[src/rtl/jtag_dr_bank.sv]
// JTAG debug data-register bank: one capture/shift/update chain per mapped
// instruction, each with its own active length, plus a one-bit bypass chain
// for unmapped codes. Completed updates are offered on a valid/ready action
// port. The overrun flag is sticky and records an update that had to be dropped.
module jtag_dr_bank #(
  parameter int IR_W = 2,
  parameter int N_CH = 4,
  parameter int DR_W = 38,
  parameter logic [8*N_CH-1:0] CH_LEN = {8'd16, 8'd38, 8'd38, 8'd36}
) (
  input  logic                 clk,
  input  logic                 reset,
  input  logic                 ir_valid,
  input  logic [IR_W-1:0]      ir_in,
  input  logic                 capture,
  input  logic                 shift,
  input  logic                 update,
  input  logic                 tdi,
  output logic                 tdo,
  input  logic [N_CH*DR_W-1:0] cap_data,
  output logic                 act_valid,
  output logic [IR_W-1:0]      act_ch,
  output logic [DR_W-1:0]      act_data,
  input  logic                 act_ready,
  output logic                 overrun,
  input  logic                 clr_overrun
);

  logic [DR_W-1:0] sr_q, sr_d;
  logic [IR_W-1:0] ir_q, ir_d;
  logic            between_q, between_d;
  logic            act_valid_q, act_valid_d;
  logic [IR_W-1:0] act_ch_q, act_ch_d;
  logic [DR_W-1:0] act_data_q, act_data_d;
  logic            overrun_q, overrun_d;

  logic            bypass;
  logic [7:0]      lenSel;
  int              lenInt;
  logic [DR_W-1:0] capSel;
  logic [DR_W-1:0] lenMask;
  logic [DR_W-1:0] shifted;
  logic [DR_W-1:0] shiftVal;
  logic            setOverrun;

  // Decode the current instruction into its chain length and capture slice.
  // Unmapped codes fall through to a one-bit bypass chain.
  always_comb begin
    lenSel = 8'd1;
    capSel = '0;
    bypass = (int'(ir_q) >= N_CH);
    for (int c = 0; c < N_CH; c++) begin
      if (int'(ir_q) == c) begin
        lenSel = CH_LEN[c*8 +: 8];
        capSel = cap_data[c*DR_W +: DR_W];
      end
    end
    lenInt = int'(lenSel);
  end

  // Build the active-length mask and the shifted register image. Only bits
  // below the active length move; the top active bit takes tdi.
  always_comb begin
    lenMask  = '0;
    shiftVal = '0;
    shifted  = {1'b0, sr_q[DR_W-1:1]};
    for (int i = 0; i < DR_W; i++) begin
      lenMask[i] = (i < lenInt);
      if (i == lenInt - 1) begin
        shiftVal[i] = tdi;
      end else if (i < lenInt - 1) begin
        shiftVal[i] = shifted[i];
      end else begin
        shiftVal[i] = sr_q[i];
      end
    end
  end

  // Shift-register control. ir_valid beats capture, and capture beats shift.
  // A capture after a shift is ignored until an update closes the scan.
  always_comb begin
    sr_d      = sr_q;
    ir_d      = ir_q;
    between_d = between_q;
    if (ir_valid) begin
      ir_d      = ir_in;
      between_d = 1'b0;
    end else if (capture) begin
      if (!between_q) begin
        sr_d = bypass ? '0 : (capSel & lenMask);
      end
    end else if (shift) begin
      sr_d      = shiftVal;
      between_d = 1'b1;
    end
    if (update) begin
      between_d = 1'b0;
    end
  end

  // Action port and overrun flag. An update sees the pre-shift register.
  // It is accepted only when the slot is free or is being drained this cycle.
  always_comb begin
    act_valid_d = act_valid_q;
    act_ch_d    = act_ch_q;
    act_data_d  = act_data_q;
    overrun_d   = overrun_q;
    setOverrun  = 1'b0;
    if (update && !bypass) begin
      if (!act_valid_q || act_ready) begin
        act_valid_d = 1'b1;
        act_ch_d    = ir_q;
        act_data_d  = sr_q & lenMask;
      end else begin
        setOverrun = 1'b1;
      end
    end else if (act_valid_q && act_ready) begin
      act_valid_d = 1'b0;
    end
    if (setOverrun) begin
      overrun_d = 1'b1;
    end else if (clr_overrun) begin
      overrun_d = 1'b0;
    end
  end

  // Scan-side state registers.
  always_ff @(posedge clk or posedge reset) begin
    if (reset) begin
      sr_q      <= '0;
      ir_q      <= '0;
      between_q <= 1'b0;
    end else begin
      sr_q      <= sr_d;
      ir_q      <= ir_d;
      between_q <= between_d;
    end
  end

  // Action-side state registers.
  always_ff @(posedge clk or posedge reset) begin
    if (reset) begin
      act_valid_q <= 1'b0;
      act_ch_q    <= '0;
      act_data_q  <= '0;
      overrun_q   <= 1'b0;
    end else begin
      act_valid_q <= act_valid_d;
      act_ch_q    <= act_ch_d;
      act_data_q  <= act_data_d;
      overrun_q   <= overrun_d;
    end
  end

  assign tdo       = sr_q[0];
  assign act_valid = act_valid_q;
  assign act_ch    = act_ch_q;
  assign act_data  = act_data_q;
  assign overrun   = overrun_q;

endmodule

[config.mk]
export PLATFORM = sky130hd
export DESIGN_NAME = jtag_dr_bank
export DESIGN_NICKNAME = d
export VERILOG_FILES = /design/src/rtl/jtag_dr_bank.sv
export SDC_FILE = /design/constraint.sdc
export NUM_CORES = 1
export LEC_CHECK = 0
export ABC_AREA = 1
export CAP_MARGIN = 10
export CORE_MARGIN = 4
export CORE_UTILIZATION = 50
export DETAILED_ROUTE_END_ITERATION = 16
export HOLD_SLACK_MARGIN = 0.15
export PLACE_DENSITY_LB_ADDON = 0.1
export RECOVER_POWER = 100
export SYNTH_ARGS = -nofsm -noshare
export SYNTH_HDL_FRONTEND = slang
export SYNTH_SLANG_ARGS = --single-unit
[constraint.sdc]
create_clock -name clk -period 4.1 [get_ports clk]
set_input_delay 0.82 -clock clk [delete_from_list [all_inputs] [get_ports clk]]
set_output_delay 0.82 -clock clk [all_outputs]
set_load 0.01 [all_outputs]
==> results of run 1 <==
-- routing by layer --
metal | GRT usage (%) | part of all wire (%) | up-vias
met3 | 8.134 | 12 | 55
met2 | 46.87 | 44 | 392
met4 | 12.02 | 3.4 | 2
li1 | - | - | 3481
met5 | 0 | 0.061 | -
met1 | 39.93 | 40 | 3130
-- per-stage QoR --
stage / utilization [%] / instance area (sq um) / std cells
floorplan: - / 6095 / 990
global placement: 67.75 / 8104 / 1292
detailed placement: 67.75 / 8104 / 1292
CTS: 70.02 / 8376 / 1305
global route: 69.84 / 8354 / 1306
finish: 69.84 / 8354 / 1306
-- kinds of logic after synthesis --
group | share of synthesized area, %
simple gates | 38.29
compound gates | 15.44
buf+inv | 10.35
flops | 34.08
fa+ha+maj | 1.848
-- tightest hold or removal path, delay by kind of cell (launching register included) --
family	cells	cell delay, ns
simple gates	2	0.10
flops	1	0.33
-- power breakdown --
part	switching, mW	internal, mW	leakage (nW)	total, mW
combinational	0.616	0.489	3.04	1.11
clock	0.309	0.460	0.130	0.770
sequential	0.106	0.998	1.06	1.10
total	1.03	1.95	4.23	2.98
-- layout make-up --
| type | count | area share [%] |
|---|---|---|
| Antenna cell | 1 | 0.02995 |
| Clock buffer | 10 | 2.741 |
| Clock inverter | 3 | 0.5092 |
| Inverter | 86 | 3.879 |
| Multi-Input combinational cell | 760 | 40.50 |
| Sequential cell | 83 | 24.86 |
| Tap cell | 147 | 2.202 |
| Timing Repair Buffer | 216 | 25.28 |
-- cells in the mapped netlist, types with 2 or more instances --
cell type	n
nand4_1	3
nor2_1	89
nor3_1	3
inv_1	84
o211ai_1	19
o21ai_0	51
nand3_1	79
a21oi_1	74
buf_2	45
a21boi_0	3
dfrtp_1	83
nand2_2	3
buf_4	6
a21boi_1	2
nor2_4	2
nand2_1	399
o31ai_1	14
inv_2	2
ha_1	9
nor2_2	4
o21ai_1	3
clkbuf_1	10
-- flip-flops by register name, indices dropped and copies added, names as in the netlist --
name	count
act_data	38
sr_q	38
act_ch	2
ir_q	2
act_valid	1
between_q	1
overrun	1
-- how the worst max path moves through the flow --
| stage | slack (ns) | endpoint | start |
|---|---|---|---|
| final | 0.99 | sr_q[32] | capture |
| after global routing | 0.63 | sr_q[35] | reset |
| after CTS | 1.41 | sr_q[26] | ir_q[1] |
| after detailed placement | 1.26 | sr_q[36] | tdi |
| after global placement | 1.22 | sr_q[36] | tdi |
| after floorplan | 1.14 | act_ch[0] | reset |
-- layout by cell type (no fill, tap or decap), types with 3 or more instances in the layout --
master           synthesis  routed
a21boi_0                 3       5
a21oi_1                 74      75
buf_4                    6      10
clkbuf_1                10       5
clkbuf_16                0       9
clkdlybuf4s50_1          0     155
dfrtp_1                 83      83
dlygate4sd3_1            0      47
ha_1                     9       8
inv_1                   84      83
nand2_1                399     399
nand2_2                  3       3
nand3_1                 79      79
nand4_1                  3       3
nor2_1                  89      90
nor2_2                   4       3
nor3_1                   3       3
o211ai_1                19      19
o21ai_0                 51      52
o31ai_1                 14      14
==> impl_metrics.yaml, run 1 <==
yosys:
  synth_warnings: 0
  yosysSeqAreaShare_pct: 34.08
  synth_nets: 1162
  syn_area_per_cell_sq_um: 6.156
  yosys-top-cells-area: "dfrtp_1 34%, nand2_1 25%, nand3_1 6.5%"
  synthDistinctLibCells: 25
  syn_inst: 990
  synth_top_area_cell: "dfrtp_1"
  ys_ff_latch: 83
  synth_edf_count: 0
  synthArstFlopShare_pct: 100.0
  synth_flop_cell: "dfrtp_1"
  syn_area_sq_um: 6095
  synth_top_area_share_pct: 34.08
setup_path:
  timing.rr.end: "sr_q[26]"
  critPathMaxStageDelay_ns: 0.67
  end_kind: "flip-flop"
  crit_required_ns: 4.31
  cp_num_buf_inv: 2
  rr_worst_depth: 9
  crit_top_cell: "nand2_1"
  slowest_stage: "dlygate4sd3_1"
  crit_arrival_ns: 3.33
  crit_family: "buffers and inverters"
  path_max_fanout: 16
  r2r_setup_slack_ns: 1.11
  worst-path-stages: 7
  start_kind: "primary input"
  path_class: "in -> reg"
  reg2reg_from: "ir_q[1]"
  crit_path_cell_trace: "dlygate4sd3_1, o21ai_0, nor2_1, clkbuf_1, nand2_1, o211ai_1, nand2_1"
sta:
  slew_headroom_pct: 2.929
  final_hold_viol_count: 0
  max_freq_mhz: 321.1
  whs_ns: 0.4693
  min_period_over_period_pct: 75.95
  rsz0062_at_grt: "false"
  timing.setup.tns_ns: 0
  slew_violations: 0
  setup_ws_ns: 0.9859
  tightest_slew_ns: 1.456
  skew_ns: 0.007185
  finalCriticalPeriod_ns: 3.114
  final-setup-viol-count: 0
clock_tree:
  clkSinkCount: 83
  root_buffer: "clkbuf_16"
  post-cts-setup-buffer-count: 0
  cts_buffer_depth: 2
  tritoncts: "yes"
  clk_latency_ns: 0.34
  ctsHoldBuffers: 0
  clk_pin_slew_worst_paths_ns: 0.06
  h-tree-depth: 3
  cts_resized: 0
  cts_made_buffers: 9
floorplanning:
  fp.coreArea_sq_um: 11960
  rows: 40
  start_util_pct: 50.95
  die_area_sq_um: 14020
  chipHeight_um: 118.4
  io_pins: 206
  die_x_um: 118.4
routing:
  routedWlPerCell_um: 16.33
  ant_nets: 0
  dr.pass1.iters: 6
  dr.first_iter.drc_count: 662
  routed-via-count: 7060
  wl_um: 21330
  viasPerCell: 5.406
  drc_errors: 0
grt:
  grt.total_usage_pct: 30.13
  grt_pass1_wl_um: 33930
  antenna_found_initial: 2
  grt_overflow: 0
  grt_max_degree: 52
  first_global_vias: 6581
layout:
  syn_to_final_growth_pct: 37.08
  fillers: 1079
  layout-drive-gt1-share_pct: 2.936
  multi_input_area_sq_um: 3383
  finalNetCount: 1328
  register_area_sq_um: 2077
place:
  hpwl_um: 15980
  port_buffers: 202
  pre_cts_ws_ns: 1.260
  gp_congestion: 0.9371
worst_hold_path:
  min_to: "act_data[14]"
  min_path_type: "reg -> reg"
  min-delay-start: "act_data[14]"
  hold_depth: 2
run:
  maxCapViolCount: 0
power:
  pwr_density_cell_nw_per_um2: 356.7
  vdd_drop_max_v: 0.0002231
  p_total_mw: 2.980
  p_leak_nw: 4.228
outcome:
  run_status: "finished clean"
(Power assumes the default switching activity.)
==> run 2: changes to the inputs <==
--- a/config.mk
+++ b/config.mk
@@ -8,7 +8,7 @@
 export ABC_AREA = 1
 export CAP_MARGIN = 10
 export CORE_MARGIN = 4
-export CORE_UTILIZATION = 50
+export CORE_UTILIZATION = 42
 export DETAILED_ROUTE_END_ITERATION = 16
 export HOLD_SLACK_MARGIN = 0.15
 export PLACE_DENSITY_LB_ADDON = 0.1
==> constraint.sdc (replaced) <==
create_clock -name clk -period 2.6 [get_ports clk]
set_input_delay 0.52 -clock clk [delete_from_list [all_inputs] [get_ports clk]]
set_output_delay 0.52 -clock clk [all_outputs]
set_load 0.01 [all_outputs]
==> impl_metrics.yaml, run 2 (synthesis results as in run 1) <==
layout:
  layout_common_cells: "401 x nand2_1, 156 x clkdlybuf4s50_1, 93 x nor2_1, 83 x inv_1, 83 x dfrtp_1"
  fillers: 1378
  finalNetCount: 1341
  diodes: 0
  layout-drive-gt1-share_pct: 3.918
  layout_commonest_cell: "nand2_1"
  fin_area_sq_um: 8538
  post-route-util_pct: 60.80
  syn_to_final_growth_pct: 40.09
floorplanning:
  fp.coreArea_sq_um: 14040
  rows: 43
  die_area_sq_um: 16500
  start_util_pct: 43.40
  io_pins: 206
  die_x_um: 128.5
  chipHeight_um: 128.5
setup_path:
  path_class: "reg -> reg"
  crit_required_ns: 2.87
  r2r_setup_slack_ns: 0.24
  start_kind: "flip-flop"
  rr_worst_depth: 11
  timing.rr.end: "sr_q[12]"
  end_kind: "flip-flop"
  crit_arrival_ns: 2.63
  reg2reg_from: "ir_q[0]"
  path_max_fanout: 10
clock_tree:
  cts_made_buffers: 9
  tritoncts: "yes"
  clk_pin_slew_worst_paths_ns: 0.06
  clk_latency_ns: 0.34
  post-cts-setup-buffer-count: 0
  h-tree-depth: 3
  cts_resized: 0
  clkSinkCount: 83
  cts_buffer_depth: 2
  root_buffer: "clkbuf_16"
  ctsHoldBuffers: 0
sta:
  final-setup-viol-count: 0
  tightest_slew_ns: 1.122
  slew_violations: 0
  max_freq_mhz: 423.9
  final_hold_viol_count: 0
  timing.setup.tns_ns: 0
  min_period_over_period_pct: 90.74
  rsz0062_at_grt: "false"
  finalCriticalPeriod_ns: 2.359
  skew_ns: 0.008775
  slew_headroom_pct: 25.23
grt:
  grt_max_degree: 84
  antenna_found_initial: 0
  first_global_vias: 6333
  grt_overflow: 0
  grt.total_usage_pct: 26.89
  grt_pass1_wl_um: 34780
run:
  maxCapViolCount: 0
routing:
  wl_um: 22100
  dr.first_iter.drc_count: 538
  ant_nets: 0
  viasPerCell: 5.092
  routedWlPerCell_um: 16.32
  dr.pass1.iters: 5
  routed-via-count: 6895
  drc_errors: 0
power:
  pwr_density_cell_nw_per_um2: 557.6
  vdd_drop_max_v: 0.0002952
  p_leak_nw: 4.320
place:
  hpwl_um: 17030
  port_buffers: 202
  post_dp_cell_area_sq_um: 8295
  gp_congestion: 0.9223
worst_hold_path:
  hold_depth: 2
  min_to: "act_data[8]"
  min_path_type: "reg -> reg"
  min-delay-start: "act_data[8]"
outcome:
  run_status: "finished clean"
run 2: area by class of cell:
type                       count  area (sq um)  share of cell area, %
clock buffer                  12         236.5                  2.770
inverter                      86         326.6                  3.825
clock inverter                 4         51.30                 0.6008
timing repair buffer         229          2252                  26.38
sequential                    83          2077                  24.33
multi-input combinational    760          3369                  39.46
tap                          180         225.2                  2.638
run 2: worst max-delay path by stage:
stage	endpoint	cells past startpoint	start	slack, ns
2_1_floorplan	sr_q[26]	12	ir_q[0]	0.57
3_3_place_gp	sr_q[16]	9	capture	0.31
3_5_place_dp	sr_q[16]	9	capture	0.28
4_1_cts	sr_q[3]	7	ir_q[0]	0.39
5_1_grt	sr_q[12]	11	ir_q[0]	0.10
6_report	sr_q[12]	11	ir_q[0]	0.24
run 2: layer usage:
metal / up-vias / wire, um / track usage (%)
li1: 3503 / - / -
met1: 3074 / 9523 / 37.15
met2: 295 / 9937 / 42.05
met3: 23 / 2332 / 7.597
met4: 0 / 304 / 6.055
met5: - / 0 / 0
run 2: per-stage QoR:
step,hold WS [ns],cells,setup slack (ns),power (mW)
after floorplan,0.4488,990,0.5727,2.721
after global placement,0.4610,1338,0.3107,3.577
after detailed placement,0.4645,1338,0.2826,3.600
after CTS,0.4811,1354,0.3916,4.857
after global routing,0.4912,1354,0.1027,5.093
final,0.4687,1354,0.2408,4.761
run 2: report_power, final:
| part | leakage (nW) | internal (mW) | switching (mW) | total [mW] |
|---|---|---|---|---|
| registers | 1.06 | 1.57 | 0.165 | 1.74 |
| logic | 3.12 | 0.799 | 0.974 | 1.77 |
| clock network | 0.137 | 0.745 | 0.505 | 1.25 |
| total | 4.32 | 3.12 | 1.64 | 4.76 |
run 2: critical path, stage by stage (launching register included):
cell     delay, ns
dfrtp_1       0.41
ha_1          0.41
ha_1          0.25
buf_4         0.20
nand2_1       0.20
nor2_2        0.31
nand2_1       0.17
nand2_1       0.09
nand3_1       0.06
nand2_1       0.08
nand2_1       0.06
nand2_1       0.06
==> run 3: changes to the inputs <==
--- a/config.mk
+++ b/config.mk
@@ -10,9 +10,11 @@
 export CORE_MARGIN = 4
 export CORE_UTILIZATION = 42
 export DETAILED_ROUTE_END_ITERATION = 16
+export GPL_ROUTABILITY_DRIVEN = 0
 export HOLD_SLACK_MARGIN = 0.15
 export PLACE_DENSITY_LB_ADDON = 0.1
 export RECOVER_POWER = 100
+export SETUP_SLACK_MARGIN = 0.1
 export SYNTH_ARGS = -nofsm -noshare
 export SYNTH_HDL_FRONTEND = slang
 export SYNTH_SLANG_ARGS = --single-unit
==> impl_metrics.yaml, run 3 (synthesis results as in run 1) <==
grt:
  grt.total_usage_pct: 26.33
  grt_max_degree: 84
  grt_pass1_wl_um: 34440
  grt_overflow: 0
  first_global_vias: 6478
  antenna_found_initial: 0
floorplanning:
  chipHeight_um: 128.5
  io_pins: 206
  fp.coreArea_sq_um: 14040
  start_util_pct: 43.40
  die_area_sq_um: 16500
  die_x_um: 128.5
  rows: 43
layout:
  syn_to_final_growth_pct: 40.22
  fillers: 1397
  fin_area_sq_um: 8546
  layout-drive-gt1-share_pct: 4.340
  layout_commonest_cell: "nand2_1"
  multi_input_area_sq_um: 3373
  register_area_sq_um: 2077
  diodes: 0
  finalNetCount: 1342
  layout_common_cells: "399 x nand2_1, 155 x clkdlybuf4s50_1, 92 x nor2_1, 83 x inv_1, 83 x dfrtp_1"
routing:
  wl_um: 21910
  drc_errors: 0
  routed-via-count: 6920
  viasPerCell: 5.107
  dr.pass1.iters: 5
  dr.first_iter.drc_count: 504
  ant_nets: 0
  routedWlPerCell_um: 16.17
clock_tree:
  cts_made_buffers: 9
  cts_buffer_depth: 2
  post-cts-setup-buffer-count: 0
  clk_pin_slew_worst_paths_ns: 0.06
  clkSinkCount: 83
  h-tree-depth: 3
  tritoncts: "yes"
  clk_latency_ns: 0.34
  root_buffer: "clkbuf_16"
power:
  p_total_mw: 4.737
  vdd_drop_max_v: 0.0003467
  pwr_density_cell_nw_per_um2: 554.3
  p_comb_share_pct: 37.5
  p_sw_share_pct: 35.20
  p_leak_nw: 4.324
  p_sw_mw: 1.668
  seq_power_share_pct: 36.6
  power_frac_clock_pct: 25.8
  p_int_mw: 3.069
place:
  port_buffers: 202
  hpwl_um: 16840
  post_dp_cell_area_sq_um: 8315
sta:
  skew_ns: 0.004799
  max_freq_mhz: 435.4
  min_period_over_period_pct: 88.34
  slew_headroom_pct: 23.74
  rsz0062_at_grt: "false"
  tightest_slew_ns: 1.144
  final_hold_viol_count: 0
  slew_violations: 0
  timing.setup.tns_ns: 0
  final-setup-viol-count: 0
  finalCriticalPeriod_ns: 2.297
setup_path:
  path_max_fanout: 10
  slowest_stage: "ha_1"
  rr_worst_depth: 11
  path_class: "reg -> reg"
  r2r_setup_slack_ns: 0.30
  crit_arrival_ns: 2.58
  critPathMaxStageDelay_ns: 0.45
  cp_num_buf_inv: 3
  cp-endpoint: "sr_q[16]"
  crit_family: "adder cells"
  reg2reg_from: "ir_q[1]"
  crit_required_ns: 2.88
  timing.rr.end: "sr_q[16]"
  end_kind: "flip-flop"
  start_kind: "flip-flop"
  crit_path_cell_trace: "ha_1, inv_2, ha_1, buf_4, nand2_1, inv_1, nand3_1, nand2_1, o21ai_0, nand2_1, nand2_1"
  startpoint: "ir_q[1]"
  worst-path-stages: 11
  crit_top_cell: "nand2_1"
worst_hold_path:
  min_path_type: "reg -> reg"
outcome:
  run_status: "finished clean"
run:
  maxCapViolCount: 0
-- run 3: changes by cell type in the layout (fill, tap and decap cells not counted), sizes merged --
cell           previous run  this run
buf                      23        24
bufinv                    1         0
clkdlybuf4s50           156       155
clkinvlp                  2         3
dlygate4sd3              46        47
-- run 3: cell type report --
type	instances	share of cell area (%)
tap	180	2.635
multi-input combinational	760	39.47
timing repair buffer	230	26.47
clock inverter	4	0.2928
clock buffer	12	3.001
inverter	86	3.821
sequential	83	24.30
-- run 3: worst min-delay path by stage --
stage / startpoint / to / slack, ns / depth (start not counted)
6_report: act_data[14] / act_data[14] / 0.47 / 2
5_1_grt: act_data[14] / act_data[14] / 0.50 / 2
4_1_cts: act_data[14] / act_data[14] / 0.48 / 2
3_5_place_dp: act_data[10] / act_data[10] / 0.47 / 2
3_3_place_gp: sr_q[1] / sr_q[1] / 0.46 / 2
2_1_floorplan: sr_q[1] / sr_q[1] / 0.45 / 2
-- run 3: per-stage QoR --
stage	cells	hold WS [ns]	utilization (%)	setup WS [ns]
floorplan	990	0.4488	-	0.5727
global placement	1339	0.4615	59.22	0.2512
detailed placement	1339	0.4680	59.22	0.2161
CTS	1355	0.4843	61.22	0.3222
global route	1355	0.5008	60.86	0.1234
finish	1355	0.4727	60.86	0.3031
-- run 3: routing by layer --
metal | share of wire, % | up-vias | track usage [%]
li1 | - | 3498 | -
met1 | 42 | 3082 | 35.59
met2 | 46 | 316 | 42.20
met3 | 11 | 24 | 7.057
met4 | 1.6 | 0 | 6.305
met5 | 0 | - | 0
-- run 3: worst reg2reg max path, cell delays in order (launching register included) --
cell     delay (ns)
dfrtp_1        0.41
ha_1           0.45
inv_2          0.09
ha_1           0.22
buf_4          0.18
nand2_1        0.26
inv_1          0.18
nand3_1        0.14
nand2_1        0.06
o21ai_0        0.14
nand2_1        0.07
nand2_1        0.05
-- run 3: repair_timing --
| action | in CTS | in global routing |
|---|---|---|
| gates resized for setup | 0 | 1 |
| hold buffers | 0 | 0 |
| setup endpoints to repair | 0 | 1 |
-- run 3: power by group through the flow --
stage | Combinational [mW] | Clock (mW) | Sequential [mW]
after global placement | 1.82 | 0 | 1.76
after global routing | 1.98 | 1.29 | 1.78
after detailed placement | 1.84 | 0 | 1.77
after floorplan | 0.924 | 0 | 1.80
after CTS | 1.85 | 1.23 | 1.74
final | 1.78 | 1.22 | 1.74
